**config.mk**
```make
export PLATFORM = sky130hd
export DESIGN_NAME = multicycle_sequencer_flat
export DESIGN_NICKNAME = d
export VERILOG_FILES = /design/src/rtl/multicycle_sequencer_pkg.sv /design/src/rtl/multicycle_sequencer_if.sv /design/src/rtl/multicycle_sequencer_wait_counter.sv /design/src/rtl/multicycle_sequencer.sv /design/src/flat_wrapper.sv
export SDC_FILE = /design/constraint.sdc
export NUM_CORES = 1
export LEC_CHECK = 0
export CAP_MARGIN = 20
export CELL_PAD_IN_SITES_DETAIL_PLACEMENT = 0
export CELL_PAD_IN_SITES_GLOBAL_PLACEMENT = 2
export CORE_MARGIN = 1.5
export CORE_UTILIZATION = 27
export DETAILED_ROUTE_END_ITERATION = 6
export GPL_TIMING_DRIVEN = 0
export HOLD_SLACK_MARGIN = 0.03
export PLACE_DENSITY_LB_ADDON = 0.1
export SLEW_MARGIN = 20
export SYNTH_ARGS = -nofsm -noshare
export SYNTH_HDL_FRONTEND = slang
export SYNTH_SLANG_ARGS = --single-unit
```
**constraint.sdc**
```tcl
create_clock -name clk -period 1.9 [get_ports clk]
set_input_delay 0.38 -clock clk [delete_from_list [all_inputs] [get_ports clk]]
set_output_delay 0.38 -clock clk [all_outputs]
set_load 0.02 [all_outputs]
```
**src/rtl/multicycle_sequencer_pkg.sv**
```systemverilog
`default_nettype none
// ============================================================================
// Module      : multicycle_sequencer_pkg
// Description : State encodings, instruction field codes and the Moore output
//               map shared by the multi-cycle sequencer and its datapath.
// Revision    : 1.0
// ============================================================================
package multicycle_sequencer_pkg;

    typedef enum logic [2:0] {
        S_IDLE   = 3'd0,
        S_FETCH  = 3'd1,
        S_DECODE = 3'd2,
        S_EXEC   = 3'd3,
        S_MEM    = 3'd4,
        S_WB     = 3'd5,
        S_PCUPD  = 3'd6,
        S_HALT   = 3'd7
    } seq_state_t;

    // ir[7:6]
    localparam logic [1:0] MODE_JUMP  = 2'b00;
    localparam logic [1:0] MODE_LOAD  = 2'b01;
    localparam logic [1:0] MODE_STORE = 2'b10;
    localparam logic [1:0] MODE_ARITH = 2'b11;

    // ir[5:4] for arithmetic instructions
    localparam logic [1:0] OP_NOP  = 2'b00;
    localparam logic [1:0] OP_ADD  = 2'b01;
    localparam logic [1:0] OP_SUB  = 2'b10;
    localparam logic [1:0] OP_NOP2 = 2'b11;

    typedef struct packed {
        logic imem_req;
        logic pc_write;
        logic pc_jump;
        logic register_write;
        logic memory_to_register;
        logic memory_write;
        logic alu_negation;
        logic val_b_imm_selection;
    } dp_strobes_t;

    // ctl is ir[7:4]: {mode, op}
    function automatic seq_state_t route_for(logic [3:0] ctl);
        seq_state_t v_next;
        case (ctl[3:2])
            MODE_JUMP:              v_next = S_PCUPD;
            MODE_LOAD, MODE_STORE:  v_next = S_MEM;
            default:                v_next = (ctl[1:0] == OP_ADD || ctl[1:0] == OP_SUB)
                                             ? S_EXEC : S_PCUPD;
        endcase
        return v_next;
    endfunction

    function automatic dp_strobes_t strobes_for(seq_state_t s, logic [3:0] ctl);
        dp_strobes_t v_out;
        v_out = '0;
        case (s)
            S_FETCH: v_out.imem_req = 1'b1;
            S_EXEC: begin
                v_out.register_write = 1'b1;
                v_out.alu_negation   = (ctl[1:0] == OP_SUB);
            end
            S_MEM: begin
                v_out.val_b_imm_selection = 1'b1;
                v_out.memory_write        = (ctl[3:2] == MODE_STORE);
            end
            S_WB: begin
                v_out.register_write      = 1'b1;
                v_out.memory_to_register  = 1'b1;
                v_out.val_b_imm_selection = 1'b1;
            end
            S_PCUPD: begin
                v_out.pc_jump  = (ctl[3:2] == MODE_JUMP);
                v_out.pc_write = (ctl[3:2] != MODE_JUMP);
            end
            default: v_out = '0;
        endcase
        return v_out;
    endfunction

endpackage
`default_nettype wire

```
**src/rtl/multicycle_sequencer_if.sv**
```systemverilog
`default_nettype none
// ============================================================================
// Module      : multicycle_sequencer_if
// Description : Instruction-fetch handshake plus datapath control bundle.
//               master = sequencer side, slave = memory/datapath side.
// Revision    : 1.0
// ============================================================================
interface multicycle_sequencer_if;
    logic       imem_req;
    logic       imem_ack;
    logic [7:0] imem_data;
    logic [7:0] ir;
    logic       pc_write;
    logic       pc_jump;
    logic       register_write;
    logic       memory_to_register;
    logic       memory_write;
    logic       alu_negation;
    logic       val_b_imm_selection;
    logic [2:0] state;
    logic [7:0] retired;
    logic       fault;

    modport master (
        output imem_req, ir, pc_write, pc_jump, register_write, memory_to_register,
               memory_write, alu_negation, val_b_imm_selection, state, retired, fault,
        input  imem_ack, imem_data
    );

    modport slave (
        input  imem_req, ir, pc_write, pc_jump, register_write, memory_to_register,
               memory_write, alu_negation, val_b_imm_selection, state, retired, fault,
        output imem_ack, imem_data
    );
endinterface
`default_nettype wire

```
**src/rtl/multicycle_sequencer_wait_counter.sv**
```systemverilog
`default_nettype none
// ============================================================================
// Module      : multicycle_sequencer_wait_counter
// Description : Loadable down-counter with clear and terminal-count flag,
//               shared by the fetch timeout and the load-latency wait.
// Revision    : 1.0
// ============================================================================
module multicycle_sequencer_wait_counter #(
    parameter int WIDTH = 8
) (
    input  wire logic             clk,
    input  wire logic             areset,
    input  wire logic             i_clear,
    input  wire logic             i_load,
    input  wire logic [WIDTH-1:0] i_load_value,
    input  wire logic             i_dec,
    output logic                  o_tc
);
    logic [WIDTH-1:0] r_count;

    // Saturates at zero so a lingering decrement cannot wrap to full scale.
    always_ff @(posedge clk) begin
        if (!areset) begin
            r_count <= '0;
        end else if (i_load) begin
            r_count <= i_load_value;
        end else if (i_clear) begin
            r_count <= '0;
        end else if (i_dec && (r_count != '0)) begin
            r_count <= r_count - 1'b1;
        end
    end

    assign o_tc = (r_count == '0);
endmodule
`default_nettype wire

```
**src/rtl/multicycle_sequencer.sv**
```systemverilog
`default_nettype none
// ============================================================================
// Module      : multicycle_sequencer
// Description : Multi-cycle control FSM: fetch over req/ack, then step the IR
//               through DECODE/EXEC/MEM/WB/PCUPD with registered Moore strobes.
// Config      : SEQ_SINGLE_STEP_EN adds a step input; one instruction per pulse.
// Revision    : 1.0
// ============================================================================
module multicycle_sequencer
    import multicycle_sequencer_pkg::*;
#(
    parameter int DMEM_LAT       = 1,
    parameter int FETCH_WAIT_MAX = 15
) (
    input  wire logic clk,
    input  wire logic areset,
`ifdef SEQ_SINGLE_STEP_EN
    input  wire logic step,
`endif
    multicycle_sequencer_if.master bus
);
    localparam int         c_cnt_w      = 8;
    localparam logic [7:0] c_fetch_load = 8'(FETCH_WAIT_MAX - 1);
    localparam logic [7:0] c_mem_load   = 8'(DMEM_LAT - 1);
    localparam bit         c_timeout_en = (FETCH_WAIT_MAX != 0);

`ifdef SEQ_SINGLE_STEP_EN
    localparam seq_state_t c_after_pcupd = S_IDLE;
    logic w_go;
    assign w_go = step;
`else
    localparam seq_state_t c_after_pcupd = S_FETCH;
    logic w_go;
    assign w_go = 1'b1;
`endif

    seq_state_t  r_state;
    logic [7:0]  r_ir;
    dp_strobes_t r_strobes;
    logic [7:0]  r_retired;
    logic        r_fault;

    seq_state_t  w_route;
    logic        w_is_load;
    logic        w_cnt_clear;
    logic        w_cnt_load;
    logic [7:0]  w_cnt_value;
    logic        w_cnt_dec;
    logic        w_cnt_tc;

    assign w_route   = route_for(r_ir[7:4]);
    assign w_is_load = (r_ir[7:6] == MODE_LOAD);

    // The counter is armed on the edge that enters FETCH or a load's MEM phase,
    // so its terminal count lines up with the last allowed cycle in that state.
    always_comb begin
        w_cnt_clear = 1'b0;
        w_cnt_load  = 1'b0;
        w_cnt_value = c_fetch_load;
        w_cnt_dec   = 1'b0;
        case (r_state)
            S_IDLE: begin
                w_cnt_load  = w_go;
                w_cnt_clear = !w_go;
            end
            S_PCUPD:  w_cnt_load = (c_after_pcupd == S_FETCH);
            S_FETCH:  w_cnt_dec  = !bus.imem_ack;
            S_DECODE: begin
                w_cnt_load  = w_is_load;
                w_cnt_value = c_mem_load;
            end
            S_MEM:    w_cnt_dec  = w_is_load;
            default:  w_cnt_clear = 1'b0;
        endcase
    end

    multicycle_sequencer_wait_counter #(
        .WIDTH(c_cnt_w)
    ) u_wait_counter (
        .clk          (clk),
        .areset       (areset),
        .i_clear      (w_cnt_clear),
        .i_load       (w_cnt_load),
        .i_load_value (w_cnt_value),
        .i_dec        (w_cnt_dec),
        .o_tc         (w_cnt_tc)
    );

    // Strobes are registered together with the state they belong to.
    always_ff @(posedge clk) begin
        if (!areset) begin
            r_state   <= S_IDLE;
            r_ir      <= '0;
            r_strobes <= '0;
            r_retired <= '0;
            r_fault   <= 1'b0;
        end else begin
            case (r_state)
                S_IDLE: begin
                    if (w_go) begin
                        r_state   <= S_FETCH;
                        r_strobes <= strobes_for(S_FETCH, r_ir[7:4]);
                    end
                end
                S_FETCH: begin
                    if (bus.imem_ack) begin
                        r_ir      <= bus.imem_data;
                        r_state   <= S_DECODE;
                        r_strobes <= strobes_for(S_DECODE, bus.imem_data[7:4]);
                    end else if (c_timeout_en && w_cnt_tc) begin
                        r_state   <= S_HALT;
                        r_fault   <= 1'b1;
                        r_strobes <= strobes_for(S_HALT, r_ir[7:4]);
                    end
                end
                S_DECODE: begin
                    r_state   <= w_route;
                    r_strobes <= strobes_for(w_route, r_ir[7:4]);
                end
                S_EXEC, S_WB: begin
                    r_state   <= S_PCUPD;
                    r_strobes <= strobes_for(S_PCUPD, r_ir[7:4]);
                end
                S_MEM: begin
                    if (!w_is_load) begin
                        r_state   <= S_PCUPD;
                        r_strobes <= strobes_for(S_PCUPD, r_ir[7:4]);
                    end else if (w_cnt_tc) begin
                        r_state   <= S_WB;
                        r_strobes <= strobes_for(S_WB, r_ir[7:4]);
                    end
                end
                S_PCUPD: begin
                    r_retired <= r_retired + 8'd1;
                    r_state   <= c_after_pcupd;
                    r_strobes <= strobes_for(c_after_pcupd, r_ir[7:4]);
                end
                S_HALT: begin
                    r_state   <= S_HALT;
                    r_strobes <= '0;
                end
                default: begin
                    r_state   <= S_IDLE;
                    r_strobes <= '0;
                end
            endcase
        end
    end

    assign bus.imem_req            = r_strobes.imem_req;
    assign bus.pc_write            = r_strobes.pc_write;
    assign bus.pc_jump             = r_strobes.pc_jump;
    assign bus.register_write      = r_strobes.register_write;
    assign bus.memory_to_register  = r_strobes.memory_to_register;
    assign bus.memory_write        = r_strobes.memory_write;
    assign bus.alu_negation        = r_strobes.alu_negation;
    assign bus.val_b_imm_selection = r_strobes.val_b_imm_selection;
    assign bus.ir                  = r_ir;
    assign bus.state               = r_state;
    assign bus.retired             = r_retired;
    assign bus.fault               = r_fault;
endmodule
`default_nettype wire

```
**src/flat_wrapper.sv**
```systemverilog
// flat-port wrapper written by rule: the top's interface ports become plain ports
module multicycle_sequencer_flat import multicycle_sequencer_pkg::*;
#(
    parameter int DMEM_LAT       = 1,
    parameter int FETCH_WAIT_MAX = 15
)
  (clk, areset, bus_imem_req, bus_ir, bus_pc_write, bus_pc_jump, bus_register_write, bus_memory_to_register, bus_memory_write, bus_alu_negation, bus_val_b_imm_selection, bus_state, bus_retired, bus_fault, bus_imem_ack, bus_imem_data);
  multicycle_sequencer_if bus_i ();
  input  wire logic clk;
  input  wire logic areset;
  output wire logic [$bits(bus_i.imem_req)-1:0] bus_imem_req;
  output wire logic [$bits(bus_i.ir)-1:0] bus_ir;
  output wire logic [$bits(bus_i.pc_write)-1:0] bus_pc_write;
  output wire logic [$bits(bus_i.pc_jump)-1:0] bus_pc_jump;
  output wire logic [$bits(bus_i.register_write)-1:0] bus_register_write;
  output wire logic [$bits(bus_i.memory_to_register)-1:0] bus_memory_to_register;
  output wire logic [$bits(bus_i.memory_write)-1:0] bus_memory_write;
  output wire logic [$bits(bus_i.alu_negation)-1:0] bus_alu_negation;
  output wire logic [$bits(bus_i.val_b_imm_selection)-1:0] bus_val_b_imm_selection;
  output wire logic [$bits(bus_i.state)-1:0] bus_state;
  output wire logic [$bits(bus_i.retired)-1:0] bus_retired;
  output wire logic [$bits(bus_i.fault)-1:0] bus_fault;
  input wire logic [$bits(bus_i.imem_ack)-1:0] bus_imem_ack;
  input wire logic [$bits(bus_i.imem_data)-1:0] bus_imem_data;
  assign bus_imem_req = bus_i.imem_req;
  assign bus_ir = bus_i.ir;
  assign bus_pc_write = bus_i.pc_write;
  assign bus_pc_jump = bus_i.pc_jump;
  assign bus_register_write = bus_i.register_write;
  assign bus_memory_to_register = bus_i.memory_to_register;
  assign bus_memory_write = bus_i.memory_write;
  assign bus_alu_negation = bus_i.alu_negation;
  assign bus_val_b_imm_selection = bus_i.val_b_imm_selection;
  assign bus_state = bus_i.state;
  assign bus_retired = bus_i.retired;
  assign bus_fault = bus_i.fault;
  assign bus_i.imem_ack = bus_imem_ack;
  assign bus_i.imem_data = bus_imem_data;
  multicycle_sequencer #(.DMEM_LAT(DMEM_LAT), .FETCH_WAIT_MAX(FETCH_WAIT_MAX)) u_core (.clk(clk), .areset(areset), .bus(bus_i));
endmodule
```
### Word level (Yosys, flattened, before mapping)

Index checks and enable logic that the tools add are counted.

* bitwise operators: 1
* multiply operators: 0
* div/mod/pow operators: 0
* equality and inequality tests: 18
* add/subtract/negate cells: 2
* multiplexer cells: 24
* shifts and indexed selects: 0
* order comparisons: 0
* reductions and logical operators: 17

Operators by type and width (number)
* 8-bit 2-to-1 mux: 6
* 8-bit one-hot mux with 6 select lines: 1
* 3-bit equality test (second input constant): 7
* 3-bit one-hot mux with 6 select lines: 1
* 3-bit 2-to-1 mux: 5
* 2-bit OR reduction: 5
* 3-bit by 2-bit equality test with 1-bit output (second input constant): 3
* 8-bit by 1-bit adder with 8-bit output (second input constant): 1
* 8-bit logical NOT: 1
* 8-bit nonzero test: 1
* 8-bit by 1-bit subtractor with 8-bit output (second input constant): 1
* 3-bit by 1-bit equality test with 1-bit output (second input constant): 2
* 1-bit 2-to-1 mux: 6
* 3-bit inequality test (second input constant): 2
* 3-bit one-hot mux with 2 select lines: 1
* 2-bit by 1-bit equality test with 1-bit output (second input constant): 2
* 2-bit equality test (second input constant): 2
* 4-bit 2-to-1 mux: 1
* 1-bit one-hot mux with 2 select lines: 2
* 2-bit AND reduction: 2
* 2-bit nonzero test: 2
* 3-bit logical NOT: 1
* 3-bit AND reduction: 1
* 2-bit logical NOT: 1
* 5 further kinds: 5

* logic and storage cells: 75
* output and inout bits: 28
* memory bits (writable): 0
* ROM bits: 0
* register bits after elaboration: 36
* memories kept: 0
* bits in latches: 0

### Longest topological paths before layout

* depth after elaboration: 8
* mapped depth: 7
* depth with buffers taken out: 6

### Hierarchy

A second synthesis with hierarchy kept.

* cells, all modules: 223
* area, all modules: 1986.9 um^2

By module, submodules not included
* multicycle_sequencer: seq. area each 560.5 um^2, instances 1, cells an instance 160, area an instance 1427.6 um^2
* multicycle_sequencer_wait_counter: seq. area each 160.2 um^2, instances 1, cells an instance 63, area an instance 559.3 um^2

### Least setup slack after synthesis

Ideal clock, no wire load.

* path kind: register to register
* start point: register u_core.r_ir[6], in the netlist u_core.bus.ir[6]
* end point: register u_core.u_wait_counter.r_count[1]
* slack: -0.069 ns
* stages on the path, launching flop included: 6
* arrival: 1.900 ns
* period minus slack after synthesis: 1.969 ns
* path buffers: 0
* cell sequence: dfxtp_1 -> ha_1 -> or4bb_1 -> a2bb2oi_4 -> mux2_1 -> o21ai_1

* word-level cells in the longest chain between the ends: 4
* elaborated cells between the ends (all ways): 6
* those cells by class: eq/ne: 1; mux: 3; reduce/logical: 2

RTL lines
* start, declared: line multicycle_sequencer.sv:38 `logic [7:0] r_ir;`
* start signal, assigned: line multicycle_sequencer.sv:107 `r_ir <= bus.imem_data;`
* 2-bit by 1-bit equality test with 1-bit output *: line multicycle_sequencer.sv:52 `assign w_is_load = (r_ir[7:6] == MODE_LOAD);`
* 1-bit one-hot mux with 2 select lines: line multicycle_sequencer.sv:61 `case (r_state)`
* 1-bit logical AND: line multicycle_sequencer_wait_counter.sv:29 `end else if (i_dec && (r_count != '0)) begin`
* 2-bit nonzero test (no source line)
* end signal, assigned: line multicycle_sequencer_wait_counter.sv:26 `r_count <= i_load_value;`
* end signal, assigned: line multicycle_sequencer_wait_counter.sv:30 `r_count <= r_count - 1'b1;`
* end, declared: line multicycle_sequencer_wait_counter.sv:19 `logic [WIDTH-1:0] r_count;`

Every way passes the cells marked *; elsewhere a longest branch is shown, timed or not.
A chain may end at the register's enable or synchronous reset.

### Final worst setup path

* start point: register u_core.u_wait_counter.r_count[2]
* end point: register u_core.r_strobes (netlist bit u_core.bus.val_b_imm_selection)

* word-level cells in the longest chain between the ends: 3
* elaborated cells between the ends (all ways): 4
* those cells by class: eq/ne: 2; reduce/logical: 2

RTL lines
* 8-bit logical NOT *: line multicycle_sequencer_wait_counter.sv:34 `assign o_tc = (r_count == '0);`
* 3-bit inequality test (no source line)
* 2-bit AND reduction (no source line) *
* end signal, assigned: line multicycle_sequencer.sv:102 `r_strobes <= strobes_for(S_FETCH, r_ir[7:4]);`
* end signal, assigned: line multicycle_sequencer.sv:109 `r_strobes <= strobes_for(S_DECODE, bus.imem_data[7:4]);`
* end signal, assigned: line multicycle_sequencer.sv:113 `r_strobes <= strobes_for(S_HALT, r_ir[7:4]);`
* end, declared: line multicycle_sequencer.sv:39 `dp_strobes_t r_strobes;`

Marked as above.

==> results.sh <==
export IMPL_outcome="finished with violations"
export IMPL_violations="DRC"
export IMPL_cp_slowest_cell="or4_4"
export IMPL_design_area_mm2=0.002526
export IMPL_n_fill_cell=685
export IMPL_antenna_found_initial=0
export IMPL_yosysSeqAreaShare_pct=39.08
export IMPL_crit_path_max_fanout=6
export IMPL_die_y_um=85.65
export IMPL_cp_cell_sequence="or4_4 -> buf_6 -> a2bb2oi_4 -> buf_4 -> or3_1 -> a21boi_1"
export IMPL_synthFlopType="dfxtp_1"
export IMPL_wl_per_cell_um=14.15
export IMPL_async_flop_share_pct=0
export IMPL_clk_path_buf_depth=2
export IMPL_grt_pass1_vias=1505
export IMPL_num_nets_final=277
export IMPL_required_ns=2.13
export IMPL_slowest_delay_ns=0.52
export IMPL_p_seq_share_pct=34.4
export IMPL_power_leakage_nw=0.9504
export IMPL_maxCapViolCount=0
export IMPL_postCtsHoldBufs=0
export IMPL_skew_ns=0.01039
export IMPL_syn_area_mm2=0.001844
export IMPL_relSlewSlack_pct=54.77
export IMPL_layout_setup_ws_ns=0.04311
export IMPL_vias=1606
export IMPL_routed_wl_um=4741
export IMPL_power_frac_comb_pct=46.8
export IMPL_diodes=0
export IMPL_fmax_mhz=538.5
export IMPL_num_rows=29
export IMPL_grt_overflow=0
export IMPL_post_route_drc_count=1
export IMPL_syn_inst=205
export IMPL_rsz0062_at_grt="true"
export IMPL_cts_root_buf="clkbuf_8"
export IMPL_slew_viol_final=0
export IMPL_postRouteAntennaNets=0
export IMPL_grt_pass1_wl_um=7631
export IMPL_synthDistinctLibCells=55
export IMPL_place_area_mm2=0.002330
export IMPL_htree_num_levels=2
export IMPL_io_buffers=38
export IMPL_routed_via_density=4.794
export IMPL_ir_worst_vdd_v=0.0005337
export IMPL_timing_final_crit_period_ns=1.857
export IMPL_clock_latency_ns=0.29
export IMPL_hold_violations=0
export IMPL_final_util_pct=39.11
export IMPL_criticalPathCategory="flop to flop"
export IMPL_place_ws_ns=-0.4374
export IMPL_drive_gt1_share_pct=15.89
export IMPL_regArea_um2=729.5
export IMPL_multi_input_area_mm2=0.001100
export IMPL_initial_core_util_pct=28.55
export IMPL_pwr_density_cell_mw_per_mm2=1194
export IMPL_gp_congestion=0.7680
export IMPL_fp_dieW_um=85.65
export IMPL_p_total_mw=3.016
export IMPL_clockPowerShare_pct=18.8
export IMPL_grt_max_degree=14
export IMPL_track_usage_pct=13.48
export IMPL_critPathArrivalTime_ns=2.09
export IMPL_hold_slack_ns=0.4618
export IMPL_p_sw_mw=1.205
export IMPL_dp_hpwl_um=3464
export IMPL_drt_iter0_drc=54
export IMPL_clock_sinks=36
export IMPL_syn_avg_cell_area_um2=8.996
export IMPL_setup_worst_path_start_class="flop"
export IMPL_clk_pin_slew_ns=0.08
export IMPL_crit_path_end_kind="flop"
export IMPL_ys_ff_latch=36
export IMPL_coreArea_mm2=0.006459
export IMPL_tightestPinTransition_ns=0.6726
export IMPL_switching_share_pct=39.96
export IMPL_syn_nets=225
export IMPL_synth_edff_count=0
export IMPL_drt_first_pass_iters=6
export IMPL_area_growth_pct=36.97
export IMPL_p_int_mw=1.811
export IMPL_cts_tree="built"
export IMPL_hp_class="flop to flop"
export IMPL_period_share_pct=97.73
export IMPL_yosysWarnings=0
export IMPL_numCtsBuffers=5
export IMPL_ios=39
export IMPL_finalSetupViolCount=0
export IMPL_die_area_mm2=0.007335
critical path: cells and delay by family (launching register included):
family / cells / cell delay, ns
AOI/OAI and AO/OA: 2 / 0.29
and+or+nand+nor: 2 / 0.86
DFF: 1 / 0.35
buffers and inverters: 2 / 0.29
stage by stage:
step                TNS [ns]  instances
finish                     0        335
global route        -0.03159        335
detailed placement    -4.428        320
CTS                        0        330
global placement      -4.496        320
floorplan                  0        205
registers in the layout (all words and copies together) (netlist names), 3 cells and up:
register,flops
u_core.bus.ir,8
u_core.bus.retired,8
u_core.bus.state,3
u_core.u_wait_counter.r_count,8
final timing paths:
| kind | cells after the start | start | end | slack [ns] |
|---|---|---|---|---|
| hold / removal | 2 | u_core.bus.memory_to_register | u_core.bus.memory_to_register | 0.46 |
| setup reg to reg | 6 | u_core.u_wait_counter.r_count[2] | u_core.bus.val_b_imm_selection | 0.04 |
| hold reg to reg | 2 | u_core.bus.memory_to_register | u_core.bus.memory_to_register | 0.46 |
| setup / recovery | 6 | u_core.u_wait_counter.r_count[2] | u_core.bus.val_b_imm_selection | 0.04 |
cell usage after synthesis, types with 3 or more instances:
cell | instances | area (µm²)
a21boi_0 | 12 | 90.09
a21oi_1 | 6 | 30.03
and2_1 | 7 | 43.79
buf_2 | 3 | 15.01
clkbuf_1 | 5 | 18.77
dfxtp_1 | 36 | 720.7
ha_1 | 9 | 112.6
inv_1 | 7 | 26.28
nand2_1 | 33 | 123.9
nand3_1 | 4 | 20.02
nand4_1 | 3 | 18.77
nor2_1 | 7 | 26.28
nor2b_1 | 5 | 31.28
nor3_1 | 3 | 15.01
nor3b_1 | 3 | 22.52
o21ai_0 | 4 | 20.02
or3_1 | 4 | 25.02
or4_1 | 3 | 22.52
xnor2_1 | 5 | 43.79
xor2_1 | 4 | 35.03
layer usage:
metal	part of all wire (%)	vias up	track usage (%)	wire length [µm]
met5	0	-	0	0
met3	3.7	7	3.176	174
met4	1.5	0	4.839	71
met2	46	28	20.90	2179
met1	49	738	18.30	2316
li1	-	833	-	-
cell usage in the layout (no fill, tap or decap), drive strengths merged, types with 7 or more instances in the layout:
master         count
clkbuf            10
clkdlybuf4s50     36
a21boi            14
ha                 9
nand2             33
and2               7
nor2               7
dfxtp             36
inv                7
buf               11
cell type report:
class                           count  share of cell area, %
Multi-Input combinational cell    153                  43.54
Sequential cell                    36                  28.88
Timing Repair Buffer               46                  17.48
Tap cell                           77                  3.814
Clock buffer                        5                  2.724
Buffer                              8                  1.585
Inverter                            7                  1.040
Clock inverter                      3                 0.9411
repair_timing:
| action | 4_1_cts | 5_1_grt |
|---|---|---|
| gates resized for setup | 8 | 7 |
| setup buffers | 3 | 5 |
| pin swaps | 1 | 1 |
| endpoints found under the setup margin | 10 | 12 |
power groups by stage:
stage                     clock [mW]  sequential, mW  combinational [mW]
final                          0.567            1.04                1.41
after global routing           0.633            1.07                1.53
after CTS                      0.599            1.04                1.39
after detailed placement           0            1.04                1.34
after global placement             0            1.04                1.36
after floorplan                    0            1.11               0.832
kinds of logic (layout without fill, tap and decap cells):
logic type	after synthesis	count (layout)	synth area share (%)
flip-flops	36	36	39.08
multiplexers	2	2	1.221
buffers and inverters	16	69	3.867
adder cells (fa/ha/maj)	9	9	6.106
AO/OA/AOI/OAI	45	45	18.79
XOR/XNOR	9	9	4.274
AND/OR/NAND/NOR	88	88	26.66
Note: power is estimated with default switching activity, not from simulation.
